<file path="src/rtl/trng_pkg.sv">
// Shared encodings for the TRNG sequencer and its health tests.
// No logic; constants and a state-class helper only.
// Not applicable: no datapath or flow control here.
package trng_pkg;

    localparam logic [2:0] ST_IDLE    = 3'd0;
    localparam logic [2:0] ST_WARMUP  = 3'd1;
    localparam logic [2:0] ST_COLLECT = 3'd2;
    localparam logic [2:0] ST_HOLD    = 3'd3;
    localparam logic [2:0] ST_FAULT   = 3'd4;

    localparam logic [1:0] FLT_NONE = 2'b00;
    localparam logic [1:0] FLT_REP  = 2'b01;
    localparam logic [1:0] FLT_TMO  = 2'b10;

    // States in which the core is powered and the host sees us as busy.
    function automatic logic st_active(input logic [2:0] st);
        return (st == ST_WARMUP) || (st == ST_COLLECT) || (st == ST_HOLD);
    endfunction

endpackage

</file>
<file path="src/rtl/trng_health_rct.sv">
// Repetition-count health test: flags a run of LIMIT identical valid samples.
// rep_fail is combinational on the sample that reaches the limit.
// No backpressure; every valid sample is consumed.
module trng_health_rct #(
    parameter int LIMIT = 32
) (
    input  logic clk,
    input  logic rst_n,
    input  logic sample,
    input  logic valid,
    input  logic clear,
    output logic rep_fail
);

    localparam int CW = $clog2(LIMIT) + 1;

    logic [CW-1:0] run_cnt;
    logic [CW-1:0] run_nxt;
    logic          last;

    // A zero count means no sample seen yet, so the next sample starts a run of 1.
    always_comb begin
        run_nxt = CW'(1);
        if (run_cnt != '0 && sample == last) begin
            if (run_cnt == CW'(LIMIT)) begin
                run_nxt = run_cnt;
            end else begin
                run_nxt = run_cnt + CW'(1);
            end
        end
    end

    assign rep_fail = valid && (run_nxt == CW'(LIMIT));

    always_ff @(posedge clk or negedge rst_n) begin
        if (!rst_n) begin
            run_cnt <= '0;
            last    <= 1'b0;
        end else if (clear) begin
            run_cnt <= '0;
            last    <= 1'b0;
        end else if (valid) begin
            run_cnt <= run_nxt;
            last    <= sample;
        end
    end

endmodule

</file>
<file path="src/rtl/trng_ctrl.sv">
// TRNG sequencer: warm-up, bit packing into words, repetition and timeout health tests.
// Latency: word_valid rises 1 clk after the valid that completes a word.
// Backpressure: word held in HOLD until word_ready; bits arriving meanwhile are dropped.
module trng_ctrl
    import trng_pkg::*;
#(
    parameter int WORD_W      = 32,
    parameter int WARMUP_CYC  = 256,
    parameter int REP_LIMIT   = 32,
    parameter int TIMEOUT_CYC = 4096
) (
    input  logic              clk,
    input  logic              rst_n,
    input  logic              gen_req,
    input  logic              clear_fault,
    input  logic              random_bit,
    input  logic              random_valid,
    output logic              trng_en,
    output logic [WORD_W-1:0] word_data,
    output logic              word_valid,
    input  logic              word_ready,
    output logic              busy,
    output logic              fault,
    output logic [1:0]        fault_code
);

    localparam int WU_W = $clog2(WARMUP_CYC) + 1;
    localparam int BC_W = $clog2(WORD_W) + 1;
    localparam int TO_W = $clog2(TIMEOUT_CYC) + 1;

    logic [2:0]        state;
    logic [2:0]        state_nxt;
    logic [WU_W-1:0]   wu_cnt;
    logic [BC_W-1:0]   bit_cnt;
    logic [TO_W-1:0]   idle_cnt;
    logic [WORD_W-1:0] sr;
    logic [WORD_W-1:0] sr_nxt;

    logic collecting;
    logic bit_take;
    logic word_done;
    logic wu_done;
    logic tmo_hit;
    logic rep_fail;
    logic handshake;
    logic rct_clear;

    assign collecting = (state == ST_COLLECT);
    assign bit_take   = collecting && random_valid;
    assign sr_nxt     = {sr[WORD_W-2:0], random_bit};
    assign word_done  = bit_take && (bit_cnt == BC_W'(WORD_W - 1));
    assign wu_done    = (wu_cnt == WU_W'(WARMUP_CYC - 1));
    assign tmo_hit    = collecting && !random_valid && (idle_cnt == TO_W'(TIMEOUT_CYC - 1));
    assign handshake  = word_valid && word_ready;
    assign rct_clear  = (state == ST_IDLE) || ((state == ST_FAULT) && clear_fault);

    // Only bits accepted in COLLECT feed the run test; HOLD-phase bits are discarded.
    trng_health_rct #(
        .LIMIT (REP_LIMIT)
    ) u_rct (
        .clk      (clk),
        .rst_n    (rst_n),
        .sample   (random_bit),
        .valid    (bit_take),
        .clear    (rct_clear),
        .rep_fail (rep_fail)
    );

    always_comb begin
        state_nxt = state;
        case (state)
            ST_IDLE: begin
                if (gen_req) state_nxt = ST_WARMUP;
            end
            ST_WARMUP: begin
                if (!gen_req)     state_nxt = ST_IDLE;
                else if (wu_done) state_nxt = ST_COLLECT;
            end
            ST_COLLECT: begin
                // Health failure outranks word completion, which outranks a request drop.
                if (rep_fail || tmo_hit) state_nxt = ST_FAULT;
                else if (word_done)      state_nxt = ST_HOLD;
                else if (!gen_req)       state_nxt = ST_IDLE;
            end
            ST_HOLD: begin
                if (handshake) state_nxt = gen_req ? ST_COLLECT : ST_IDLE;
            end
            ST_FAULT: begin
                if (clear_fault) state_nxt = ST_IDLE;
            end
            default: state_nxt = ST_IDLE;
        endcase
    end

    always_ff @(posedge clk or negedge rst_n) begin
        if (!rst_n) begin
            state      <= ST_IDLE;
            trng_en    <= 1'b0;
            busy       <= 1'b0;
            fault      <= 1'b0;
            word_valid <= 1'b0;
            fault_code <= FLT_NONE;
        end else begin
            state      <= state_nxt;
            trng_en    <= st_active(state_nxt);
            busy       <= st_active(state_nxt);
            fault      <= (state_nxt == ST_FAULT);
            word_valid <= (state_nxt == ST_HOLD);
            if (state == ST_COLLECT && state_nxt == ST_FAULT) begin
                fault_code <= rep_fail ? FLT_REP : FLT_TMO;
            end else if (state_nxt != ST_FAULT) begin
                fault_code <= FLT_NONE;
            end
        end
    end

    always_ff @(posedge clk or negedge rst_n) begin
        if (!rst_n) begin
            word_data <= '0;
        end else if (word_done && state_nxt == ST_HOLD) begin
            word_data <= sr_nxt;
        end
    end

    always_ff @(posedge clk or negedge rst_n) begin
        if (!rst_n) begin
            wu_cnt <= '0;
        end else if (state == ST_WARMUP) begin
            wu_cnt <= wu_cnt + WU_W'(1);
        end else begin
            wu_cnt <= '0;
        end
    end

    // Partial words die whenever the session leaves COLLECT/HOLD.
    always_ff @(posedge clk or negedge rst_n) begin
        if (!rst_n) begin
            sr      <= '0;
            bit_cnt <= '0;
        end else if (state_nxt != ST_COLLECT && state_nxt != ST_HOLD) begin
            sr      <= '0;
            bit_cnt <= '0;
        end else if (bit_take) begin
            sr      <= sr_nxt;
            bit_cnt <= word_done ? '0 : bit_cnt + BC_W'(1);
        end
    end

    always_ff @(posedge clk or negedge rst_n) begin
        if (!rst_n) begin
            idle_cnt <= '0;
        end else if (collecting && !random_valid) begin
            idle_cnt <= idle_cnt + TO_W'(1);
        end else begin
            idle_cnt <= '0;
        end
    end

endmodule
</file>
<file path="config.mk">
export PLATFORM = sky130hd
export DESIGN_NAME = trng_ctrl
export DESIGN_NICKNAME = d
export VERILOG_FILES = /design/src/rtl/trng_pkg.sv /design/src/rtl/trng_health_rct.sv /design/src/rtl/trng_ctrl.sv
export SDC_FILE = /design/constraint.sdc
export NUM_CORES = 1
export LEC_CHECK = 0
export CAP_MARGIN = 20
export CORE_ASPECT_RATIO = 0.9
export CORE_MARGIN = 4
export CORE_UTILIZATION = 60
export DETAILED_ROUTE_END_ITERATION = 12
export PLACE_DENSITY_LB_ADDON = 0.15
export SKIP_CTS_REPAIR_TIMING = 1
export SLEW_MARGIN = 25
export SYNTH_ARGS = -nofsm -noshare
export SYNTH_HDL_FRONTEND = slang
export SYNTH_HIERARCHICAL = 1
export SYNTH_SLANG_ARGS = --single-unit
</file>
<file path="constraint.sdc">
create_clock -name clk -period 9.2 [get_ports clk]
set_input_delay 1.84 -clock clk [delete_from_list [all_inputs] [get_ports clk]]
set_output_delay 1.84 -clock clk [all_outputs]
set_load 0.1 [all_outputs]
</file>
-- After elaboration in Yosys (flattened, before gate mapping)
Index checks and enable logic that the tools add are counted.
- add/sub/neg operators: 4
- equality and inequality tests: 17
- mux-type cells: 26
- reduce and logical (&&, ||, !) cells: 21
- operators with widths (operator ; count):
    2-to-1 mux 31 bit ; 2
    2-to-1 mux 6 bit ; 7
    2-to-1 mux 3 bit ; 8
    case mux 3 bit (5 select lines) ; 1
    adder 13 x 1 -> 13 bit (second input constant) ; 1
    == test 13 x 12 -> 1 bit (second input constant) ; 1
    2-to-1 mux 13 bit ; 1
    adder 6 x 1 -> 6 bit (second input constant) ; 2
    == test 3 x 2 -> 1 bit (second input constant) ; 4
    == test 6 bit (second input constant) ; 2
    logical AND 1 bit ; 11
    adder 9 x 1 -> 9 bit (second input constant) ; 1
    == test 9 x 8 -> 1 bit (second input constant) ; 1
    2-to-1 mux 9 bit ; 1
    2-to-1 mux 2 bit ; 4
    == test 3 x 1 -> 1 bit (second input constant) ; 2
    == test 3 bit (second input constant) ; 2
    == test 6 x 5 -> 1 bit (second input constant) ; 1
    inequality test 3 x 2 -> 1 bit (second input constant) ; 2
    nonzero test 2 bit ; 3
    nonzero test 6 bit ; 1
    logical OR 1 bit ; 4
    zero test 3 bit ; 1
    inequality test 3 bit (second input constant) ; 1
    other kinds (3) ; 4
- register bits after elaboration: 106
- input bits: 7
- output and inout port bits: 38
- word-level logic and storage cells: 80

-- Logic depth before layout (Yosys ltp)
- depth after elaboration: 11
- depth in mapped cells: 14
- mapped depth without buffers: 10

-- By module
The synthesis kept the hierarchy.
- modules (own cells, without submodules) (module ; times used ; cells each ; area each (um^2) ; seq. area each (um^2)):
    trng_ctrl ; 1 ; 384 ; 4155.2 ; 2477.4
    trng_health_rct ; 1 ; 64 ; 545.5 ; 175.2

-- Worst setup path after synthesis
No wires, ideal clock.
- kind: in2reg
- start point: in random_valid
- end point: reg word_data[8]
- setup time: 0.128 ns
- arrival: 4.328 ns
- data required time: 9.072 ns
- path slack: 4.744 ns
- stages: 13
- buffers on the path: 5
- path through: nand4bb_1 clkbuf_1 inv_1 clkbuf_1 clkbuf_1 clkbuf_1 o211ai_1 nor4_2 nor4b_1 nand2_1 nor3_2 buf_2 mux2_1
- elaborated cells on any way between the ends: 12
- those cells by class: 1 x eq/ne; 3 x mux; 8 x reduce/logical
- RTL lines (what ; RTL line ; RTL):
    start, declared ; trng_ctrl.sv:17 ; input logic random_valid,
    logical AND 1 bit ; trng_ctrl.sv:49 ; assign bit_take = collecting && random_valid;
    via bit_take ; trng_ctrl.sv:40 ; logic bit_take;
    logical AND 1 bit ; trng_health_rct.sv:33 ; assign rep_fail = valid && (run_nxt == CW'(LIMIT));
    via rep_fail ; trng_ctrl.sv:44 ; logic rep_fail;
    logical OR 1 bit ; trng_ctrl.sv:81 ; if (rep_fail || tmo_hit) state_nxt = ST_FAULT;
    2-to-1 mux 3 bit ; trng_ctrl.sv:81 ;
    case mux 3 bit (5 select lines) ; trng_ctrl.sv:71 ; case (state)
    == test 3 x 2 -> 1 bit ; trng_ctrl.sv:120 ; end else if (word_done && state_nxt == ST_HOLD) begin
    logical AND 1 bit ; trng_ctrl.sv:120 ;
    end signal, assigned ; trng_ctrl.sv:121 ; word_data <= sr_nxt;
    end, declared ; trng_ctrl.sv:19 ; output logic [WORD_W-1:0] word_data,
The timed path passes the listed nets, and every way through them passes these cells.
A chain may end at the register's enable or synchronous reset.

-- Worst setup path after layout
- start point: in random_valid
- end point: reg busy
- elaborated cells on any way between the ends: 15
- those cells by class: 3 x eq/ne; 3 x mux; 9 x reduce/logical
- RTL lines (what ; RTL line ; RTL):
    logical AND 1 bit (*) ; trng_ctrl.sv:49 ;
    logical AND 1 bit (*) ; trng_health_rct.sv:33 ;
    via rep_fail ; trng_ctrl.sv:44 ;
    logical OR 1 bit (*) ; trng_ctrl.sv:81 ;
    2-to-1 mux 3 bit (*) ; trng_ctrl.sv:81 ;
    case mux 3 bit (5 select lines) (*) ; trng_ctrl.sv:71 ;
    == test 3 x 1 -> 1 bit / == test 3 x 2 -> 1 bit (equally long branches) ; trng_pkg.sv:18 ; return (st == ST_WARMUP) || (st == ST_COLLECT) || (st == ST_HOLD);
    logical OR 1 bit ; trng_pkg.sv:18 ;
    logical OR 1 bit (*) ; trng_pkg.sv:18 ;
    end signal, assigned ; trng_ctrl.sv:106 ; busy <= st_active(state_nxt);
    end, declared ; trng_ctrl.sv:22 ; output logic busy,
Mark *: on every way through the listed nets, which the timed path passes. The rest lies on a longest branch.

==> impl_metrics.toml <==
[critical_path]
startpoint = "random_valid"
slowest_stage = "nand4bb_2"
cp.arrival_ns = 4.93
worst-setup-path-type = "input pin to flop"
rr_endpoint = "busy"
cp_top_family = "simple AND/OR/NAND/NOR gates"
critPathMaxFanout = 40
critPathMaxStageDelay_ns = 0.75
start_kind = "input pin"
timing.rr.start = "state[0]"
path_cells = "clkdlybuf4s50_1 -> nand4bb_2 -> inv_1 -> o211ai_1 -> nor4_2 -> or3b_1 -> o32a_1 -> buf_4 -> o21ai_0"
critical_path_cell_count = 9
crit_path_end_kind = "flop"
worst-path-buf-inv = 3
crit_required_ns = 9.42
r2r_setup_slack_ns = 5.83
endpoint = "busy"
r2r_cells = 8

[synthesis]
synth_edf_count = 0
synthSimpleGateAreaFrac_pct = 17.0
synth-main-ff-cell = "dfrtp_1"
synth_top_family_by_area = "simple AND/OR/NAND/NOR gates"
synthAdderAreaFrac_pct = 1.60
syn_area_per_cell_um2 = 10.5
ys_ff_latch = 106
synth_warnings = 6
syn-cell-area_um2 = 4700
yosysSeqAreaShare_pct = 56.4
synth-async-reset-ratio_pct = 100
muxShareOfSynthArea_pct = 8.33
synth_cells = 448
synthXorXnorAreaFrac_pct = 3.17
synth-compound-area-share_pct = 9.66
synth_cell_types = 50
syn-num-nets = 461

[route]
num_vias = 3267
drc = 0
avgViaCountPerCell = 5.59
wl_per_cell_um = 14.4
initialDrtViolationCount = 149
dr.pass1.iters = 4
ant_nets = 0
wirelength_um = 8400

[sta]
tightest_slew_ns = 0.988
finalSetupViolations = 0
setup-tns-final_ns = 0
fin_crit_sh_pct = 51.2
maxSlewViolCount = 0
max_freq_ghz = 0.212
skew_ns = 0.0100
rsz0062_at_grt = "false"
slew_headroom_pct = 34.0
finalHoldViolCount = 0
period_needed_ns = 4.71

[power_and_ir_drop]
vdd_drop_max_mv = 0.0715
p_per_area_nw_per_um2 = 139
p_leak_uw = 0.00220

[grt]
grt_start_max_net_pins = 74
grt_pass1_wl_um = 14800
first_global_vias = 3248
grt_usage_pct = 19.5
grt.overflow.total = 0
antenna_found_initial = 0

[cts]
cts.sinks = 106
path_clk_slew_ns = 0.09
clk_latency_ns = 0.36
cts-buffers-inserted = 9
cts_tree = "done"
htreeDepth = 3
clock_path_buffers = 2
clockRootBuffer = "clkbuf_8"

[finish]
antennaDiodeCount = 0
postLayoutCellArea_um2 = 5350
fillers = 578
drive_gt1_share_pct = 12.7
area_growth_pct = 13.9
mostFrequentLayoutCells = "dfrtp_1 (106), nand2_1 (80), a21oi_1 (43), clkdlybuf4s50_1 (43), nor2_1 (34)"
nets = 496
mostFrequentLayoutCell = "dfrtp_1"

[die]
fp.dieH_um = 92.0
pin_count = 45
core_area_um2 = 7580
core.rowCount = 30
dieArea_um2 = 9320
start_util_pct = 62.0
die_x_um = 101

[worst_hold_path]
min_path_type = "flop to flop"

[run_status]
status = "complete, no violations"

[placed_design]
place.gp.congestion = 0.812
io_buffers = 44
hpwlAfterDp_um = 5610
post_dp_cell_area_um2 = 5180

[run]
maxCapViolCount = 0
==> worst min-delay path by stage <==
stage / start / to / slack [ns] / cells after the start
2_1_floorplan: wu_cnt[0] / wu_cnt[0] / 0.45 / 1
3_3_place_gp: wu_cnt[0] / wu_cnt[0] / 0.47 / 1
3_5_place_dp: idle_cnt[0] / idle_cnt[0] / 0.48 / 1
4_1_cts: idle_cnt[0] / idle_cnt[0] / 0.50 / 1
5_1_grt: word_data[3] / word_data[3] / 0.53 / 1
6_report: idle_cnt[0] / idle_cnt[0] / 0.49 / 1
==> per-layer routing <==
metal,GRT usage [%],routed length [um]
met2,31.8,4090
met4,5.54,97
met3,4.71,300
met1,26.1,3910
met5,0,0
==> power by group <==
part           total [uW]  internal [uW]  switching, uW
clock                 253            101            153
combinational        22.7           6.04           16.7
sequential            469            467           1.97
==> per-stage QoR <==
stage / hold WS [ns] / std cells / setup slack, ns / util, % / total power, uW
floorplan: 0.455 / 448 / 4.74 / - / 487
global placement: 0.471 / 568 / 4.18 / 68.3 / 501
detailed placement: 0.482 / 568 / 4.10 / 68.3 / 502
CTS: 0.497 / 584 / 4.49 / 70.6 / 755
global route: 0.532 / 584 / 4.17 / 70.6 / 779
finish: 0.494 / 584 / 4.49 / 70.6 / 745
==> cells in the mapped netlist, types with 2 or more instances <==
cell type	instances	area share, %
nor4_1	2	0.27
buf_6	2	0.48
a32oi_1	2	0.37
nand2_1	80	6.4
nand3_1	13	1.4
inv_1	14	1.1
nand3b_1	3	0.48
o21ai_0	12	1.3
mux2_2	32	7.7
mux2i_1	2	0.43
nor4b_2	2	0.64
o31a_1	2	0.37
nor3_1	9	0.96
nand4_1	5	0.67
buf_4	2	0.32
xor2_1	6	1.1
buf_2	7	0.75
clkbuf_1	13	1.0
a22oi_1	3	0.48
nand2b_1	2	0.27
o211ai_1	2	0.32
dfrtp_1	106	56
ha_1	6	1.6
nor2b_1	4	0.53
a21oi_1	43	4.6
nor2_1	34	2.7
xnor2_1	11	2.0
a211oi_1	3	0.48
or3_1	4	0.53
and3_1	2	0.27
==> registers in the layout, indices dropped and copies added (netlist names) <==
signal         flops
bit_cnt            6
busy               1
fault              1
fault_code         2
idle_cnt          13
sr                31
state              3
u_rct/last         1
u_rct/run_cnt      6
word_data         32
word_valid         1
wu_cnt             9
==> area by class of cell <==
cell class / count / area, um^2 / area share, %
clock buffer: 11 / 131 / 2.45
clock inverter: 5 / 40.0 / 0.748
inverter: 14 / 52.6 / 0.982
multi-input combinational: 303 / 1880 / 35.1
sequential: 106 / 2650 / 49.5
tap: 96 / 120 / 2.24
timing repair buffer: 49 / 475 / 8.88
==> cell families after synthesis <==
| logic type | after synthesis |
|---|---|
| compound gates | 75 |
| xor+xnor | 17 |
| fa+ha+maj | 6 |
| buf+inv | 39 |
| flops | 106 |
| mux | 35 |
| simple gates | 170 |
Note: power is estimated with default switching activity, not from simulation.
